## src/rtl/output_forward.sv

```systemverilog
// Forward-pass output neuron: holds the output-layer weight bank and serially
// multiply-accumulates hidden values into a saturating 23-bit pre-activation.
module output_forward #(
    parameter int N_HIDDEN = 4,
    parameter int AW       = 2
) (
    input  logic          clk_i,
    input  logic          rst_i,
    input  logic          start_i,
    input  logic          hid_valid_i,
    input  logic [9:0]    hidden_val_i,
    input  logic          w_wr_i,
    input  logic [AW-1:0] w_addr_i,
    input  logic [7:0]    w_i,
    input  logic          zero_weight_reset_i,
    output logic [22:0]   final_o,
    output logic          busy_o,
    output logic          f_end_o
);

    typedef enum logic [1:0] {
        IDLE  = 2'd0,
        ACCUM = 2'd1,
        DONE  = 2'd2
    } state_t;

    localparam logic [22:0] SAT_MAX = 23'h7FFFFF;

    state_t        state_q, state_d;
    logic [AW-1:0] idx_q, idx_d;
    logic [22:0]   acc_q, acc_d;
    logic [22:0]   final_q, final_d;
    logic          busy_q, busy_d;
    logic          f_end_q, f_end_d;

    logic [7:0]    w_q [N_HIDDEN];
    logic [7:0]    w_d [N_HIDDEN];
    logic [N_HIDDEN-1:0] w_sel;

    logic [7:0]    w_rd;
    logic [17:0]   prod;
    logic [23:0]   sum;
    logic [22:0]   acc_sat;
    logic          last_beat;

    // Per-entry write decode; addresses at or beyond N_HIDDEN match no entry
    // and are therefore dropped.
    generate
        for (genvar gi = 0; gi < N_HIDDEN; gi++) begin : g_wsel
            assign w_sel[gi] = w_wr_i && (w_addr_i == AW'(gi));
        end
    endgenerate

    always_comb begin
        for (int i = 0; i < N_HIDDEN; i++) begin
            w_d[i] = w_q[i];
            if (zero_weight_reset_i) begin
                w_d[i] = 8'd0;
            end else if (w_sel[i]) begin
                w_d[i] = w_i;
            end
        end
    end

    // The MAC reads the registered bank, so a same-cycle write is seen next cycle.
    always_comb begin
        w_rd      = w_q[idx_q];
        prod      = 18'(hidden_val_i) * 18'(w_rd);
        sum       = {1'b0, acc_q} + {6'd0, prod};
        acc_sat   = sum[23] ? SAT_MAX : sum[22:0];
        last_beat = (idx_q == AW'(N_HIDDEN - 1));
    end

    always_comb begin
        state_d = state_q;
        idx_d   = idx_q;
        acc_d   = acc_q;
        final_d = final_q;
        busy_d  = busy_q;
        f_end_d = 1'b0;
        case (state_q)
            IDLE: begin
                if (start_i) begin
                    state_d = ACCUM;
                    idx_d   = '0;
                    acc_d   = '0;
                    busy_d  = 1'b1;
                end
            end
            ACCUM: begin
                if (hid_valid_i) begin
                    acc_d = acc_sat;
                    idx_d = idx_q + 1'b1;
                    if (last_beat) begin
                        state_d = DONE;
                        final_d = acc_sat;
                        busy_d  = 1'b0;
                        f_end_d = 1'b1;
                    end
                end
            end
            DONE: begin
                state_d = IDLE;
            end
            default: begin
                state_d = IDLE;
                busy_d  = 1'b0;
            end
        endcase
    end

    always_ff @(posedge clk_i) begin
        if (rst_i) begin
            state_q <= IDLE;
            idx_q   <= '0;
            acc_q   <= '0;
            final_q <= '0;
            busy_q  <= 1'b0;
            f_end_q <= 1'b0;
            for (int i = 0; i < N_HIDDEN; i++) begin
                w_q[i] <= 8'd0;
            end
        end else begin
            state_q <= state_d;
            idx_q   <= idx_d;
            acc_q   <= acc_d;
            final_q <= final_d;
            busy_q  <= busy_d;
            f_end_q <= f_end_d;
            for (int i = 0; i < N_HIDDEN; i++) begin
                w_q[i] <= w_d[i];
            end
        end
    end

    assign final_o = final_q;
    assign busy_o  = busy_q;
    assign f_end_o = f_end_q;

endmodule
```

## config.mk

```make
export PLATFORM = sky130hd
export DESIGN_NAME = output_forward
export DESIGN_NICKNAME = d
export VERILOG_FILES = /design/src/rtl/output_forward.sv
export SDC_FILE = /design/constraint.sdc
export NUM_CORES = 1
export LEC_CHECK = 0
export ABC_AREA = 1
export CORE_MARGIN = 4
export CORE_UTILIZATION = 40
export CTS_BUF_LIST = sky130_fd_sc_hd__clkbuf_2
export DETAILED_ROUTE_END_ITERATION = 8
export GPL_ROUTABILITY_DRIVEN = 0
export HOLD_SLACK_MARGIN = 0.03
export SYNTH_ARGS = -nofsm -noshare
export SYNTH_HDL_FRONTEND = slang
export SYNTH_SLANG_ARGS = --single-unit
```

## constraint.sdc

```tcl
create_clock -name clk_i -period 5.8 [get_ports clk_i]
set_input_delay 0.58 -clock clk_i [delete_from_list [all_inputs] [get_ports clk_i]]
set_output_delay 0.58 -clock clk_i [all_outputs]
set_load 0.05 [all_outputs]
```

==> parameters.txt <==
Parameter                              Value

Logic synthesis
  XOR/XNOR Fraction of Synth Area ... 0.00863
  Area fraction in compound gates after synthesis ... 0.0616
  Portion of synthesized cell area occupied by the leading cell type ... 0.180
  List of most frequent post-synthesis cells ... nand2_1, inv_1, nor2_1
  Average cell area after synthesis ... roughly 7.5 sq um
  Main area contributors after synthesis ... fa_1, dfxtp_1, nand2_1, edfxtp_1, inv_1
  Post-synth top flop ... dfxtp_1
  Share of flip-flops with an asynchronous set or reset ... 0
  Count of distinct cell types in the synthesized netlist ... 33
  Combinational family with the most area after synthesis ... simple AND/OR/NAND/NOR gates
  Post-Synth Adder-Cell Area ... 0.258
  Gate count after technology mapping ... 951
  Cell with the most instances after synthesis ... nand2_1
  Yosys synthesis warning count ... 0
  Sequential share of the synthesized area ... 0.287
  Library cell occupying the most area in the post-synthesis netlist ... fa_1
  Synthesized Nets ... 1085
  Number of synthesized register bits ... 86
  Synthesized-area fraction occupied by and/or/nand/nor cells ... 0.269
  Cell area after synthesis ... 7110 sq um
  EDFF count, synth ... 32
  Multiplexer share of the synthesized area ... 0

Timing
  Clk_skew ... 30.0 ps
  Count of pins over their slew limit ... 0
  Final critical delay including setup and external delays ... roughly 5400 ps
  Sum Neg Setup Slack ... 0 ps
  Share of the cycle needed by the critical path after routing ... 0.932
  Final hold violations ... 0
  Final Hold Slack ... 482 ps
  FMAX ... 185 MHz
  Slew @ Worst Pin ... 849 ps
  Worst max-slew margin expressed relative to the limit ... 0.433
  Final count of negative-setup-slack endpoints ... 0

Global route
  Largest net degree at the start of global routing ... 32
  Via count of the first global-routing pass ... between 5k and 6k
  Combined global-route utilization of all metal layers ... 0.187
  GRT overflow ... 0
  Global-route wire length before repair ... between 20 and 30 mm
  Number of antenna violations at the first check in global routing ... 1

Route
  Antenna-violating nets left ... 0
  Detailed route wirelength on metal2 ... around 7.4 mm
  Number of detailed-route iterations in the first pass ... 5
  Number of vias per cell after detailed routing ... 4.78
  Total Wirelength ... 17.9 mm
  Top Metal Used ... met4
  Final routed wire length divided by cell count ... about 14 um
  Met1 routed wirelength after detailed routing ... 9.53 mm
  Violation count after the first detailed-route iteration ... 421
  Overall via count from detail_route ... between 5k and 6k
  Met3 Wirelength ... 674 um
  Number of remaining DRC errors ... 0

Setup path
  Cell family contributing the most delay on the critical path ... adder cells
  Critical-path maximum fanout ... 11
  Buffer and inverter count on the worst path ... 5
  Worst endpoint data arrival time ... 5900 ps
  Cell mode on critical path ... nand2_1
  Critical Path Max Stage Delay ... between 500 and 600 ps
  Type of the worst setup path ... reg2reg
  Total stage count of the critical path ... 26
  Endpoint of the lowest-slack register-to-register path ... acc_q[22]
  Cell count of the worst reg-to-reg path ... 26
  Critical-path top delay cell ... fa_1
  Category of the worst setup path capture point ... register
  Reg-to-reg slack, setup ... just under 400 ps
  Critical Path Source Type ... register
  Critical path data required time ... 6290 ps

Pwr
  Net switching power ... 1.25 mW
  Clock network power share ... 0.149
  Power share of the combinational group ... 0.586
  Power, Total ... 2.57 mW
  Leakage ... a little over 4 nW
  Maximum vdd ir drop ... ~150 uV
  Internal Power ... 1.32 mW
  Sw Ratio ... 0.485
  Cell area power density ... 320 nW/um^2
  Sequential Power Share ... 0.265

CTS
  Total CTS buffers ... 9
  Worst-path clk slew ... 250 ps
  Hold buffers post-CTS ... 0
  Htree depth ... 3
  Latest clock arrival within the worst-skew pair ... 610 ps
  CTS tree ... done
  Library cell used as clock root buffer ... clkbuf_2
  Count of clock tree sinks ... 86
  Max Buffers Root-to-Sink ... 2

Die
  Height of the die ... roughly 140 um
  Initial Utilization ... 0.409
  Die area ... 20000 sq um
  Area of the core ... about 17000 sq um
  FP Rows ... 48
  I/O Pins ... 51
  Die width ... 141 um

Hold path
  Type of the worst min-delay path ... reg2reg
  HP Start ... acc_q[1]
  Cell depth of the worst min-delay path ... 2
  Hold Path End ... acc_q[1]

Job
  Reported max-cap violation count ... 0

Place
  Count of placed standard cells including taps ... 1214
  Number of buffers inserted by port buffering ... 50
  HPWL Detailed ... 14.2 mm

Finish
  Layout area overhead ... 13.1%
  Share of post-route cells with drive strength above 1 ... 0.0595
  Finished Layout Cells ... roughly 1.2k
  Layout net count ... 1137

Run status
  Status ... finished clean
worst max-delay path by stage:
stage,slack [ps],to
3_3_place_gp,280,acc_q[22]
4_1_cts,380,acc_q[22]
2_1_floorplan,910,acc_q[17]
6_report,400,acc_q[22]
3_5_place_dp,290,acc_q[22]
5_1_grt,-10,acc_q[22]
timing repair:
action	4_1_cts	5_1_grt
setup endpoints to repair	0	15
buffers inserted	0	3
resized for setup	0	2
placed cells by master, fill, tap and decap left out, types with 6 or more instances in the layout:
master	synthesis	routed
edfxtp_1	32	32
inv_1	190	189
clkbuf_2	0	10
nor2_1	110	110
o21ai_0	23	23
ha_1	44	44
nand3_1	57	57
nand2_1	265	264
a21oi_2	11	11
clkdlybuf4s50_1	0	50
a31oi_1	9	9
fa_1	64	64
buf_4	0	10
a21oi_1	26	26
dfxtp_1	54	54
or2_2	6	6
final cells by class:
cell class | count | area [sq um]
Inverter | 194 | 732
Fill cell | 1752 | 9320
Clock buffer | 10 | 50.0
Sequential cell | 86 | 2040
Antenna cell | 1 | 2.50
Clock inverter | 6 | 92.6
Multi-Input combinational cell | 651 | 4240
Tap cell | 225 | 282
Timing Repair Buffer | 61 | 596
state kept, by name, indices dropped and copies added, names as in the netlist, named ones only:
name,cells
state_q,2
busy_o,1
acc_q,23
f_end_o,1
w_q,32
final_o,23
idx_q,2
routing by layer:
layer  track usage  vias up
li1              -     3001
met1         0.293     2750
met2         0.268      135
met3        0.0320       13
met4        0.0454        0
met5             0        -
tightest hold or removal path, delay by kind of cell (launching register included):
kind             cells  cell delay, ps
flip-flops           1             360
AO/OA/AOI/OAI        1              50
AND/OR/NAND/NOR      1              60
stage by stage:
step                cell area [sq um]  worst slack (ps)   util
finish                           8040               395  0.463
global route                     8040             -10.6  0.463
CTS                              8000               379  0.461
detailed placement               7850               288  0.452
global placement                 7850               282  0.452
floorplan                        7110               910      -
kinds of logic (layout without fill, tap and decap cells):
logic type                 Yosys count  after routing
buffers and inverters              214            271
xor gates and xnor gates             7              7
and+or+nand+nor                    460            460
adders and majority gates          108            108
DFF                                 86             86
AOI/OAI and AO/OA                   76             76
other                                0              1
power groups by stage:
stage               logic, mW  clock network [mW]  registers (mW)
floorplan                1.07                   0           0.691
global route             1.73               0.412           0.686
global placement         1.47                   0           0.694
detailed placement       1.47                   0           0.694
CTS                      1.49               0.395           0.682
finish                   1.51               0.383           0.682
(Power assumes the default switching activity.)
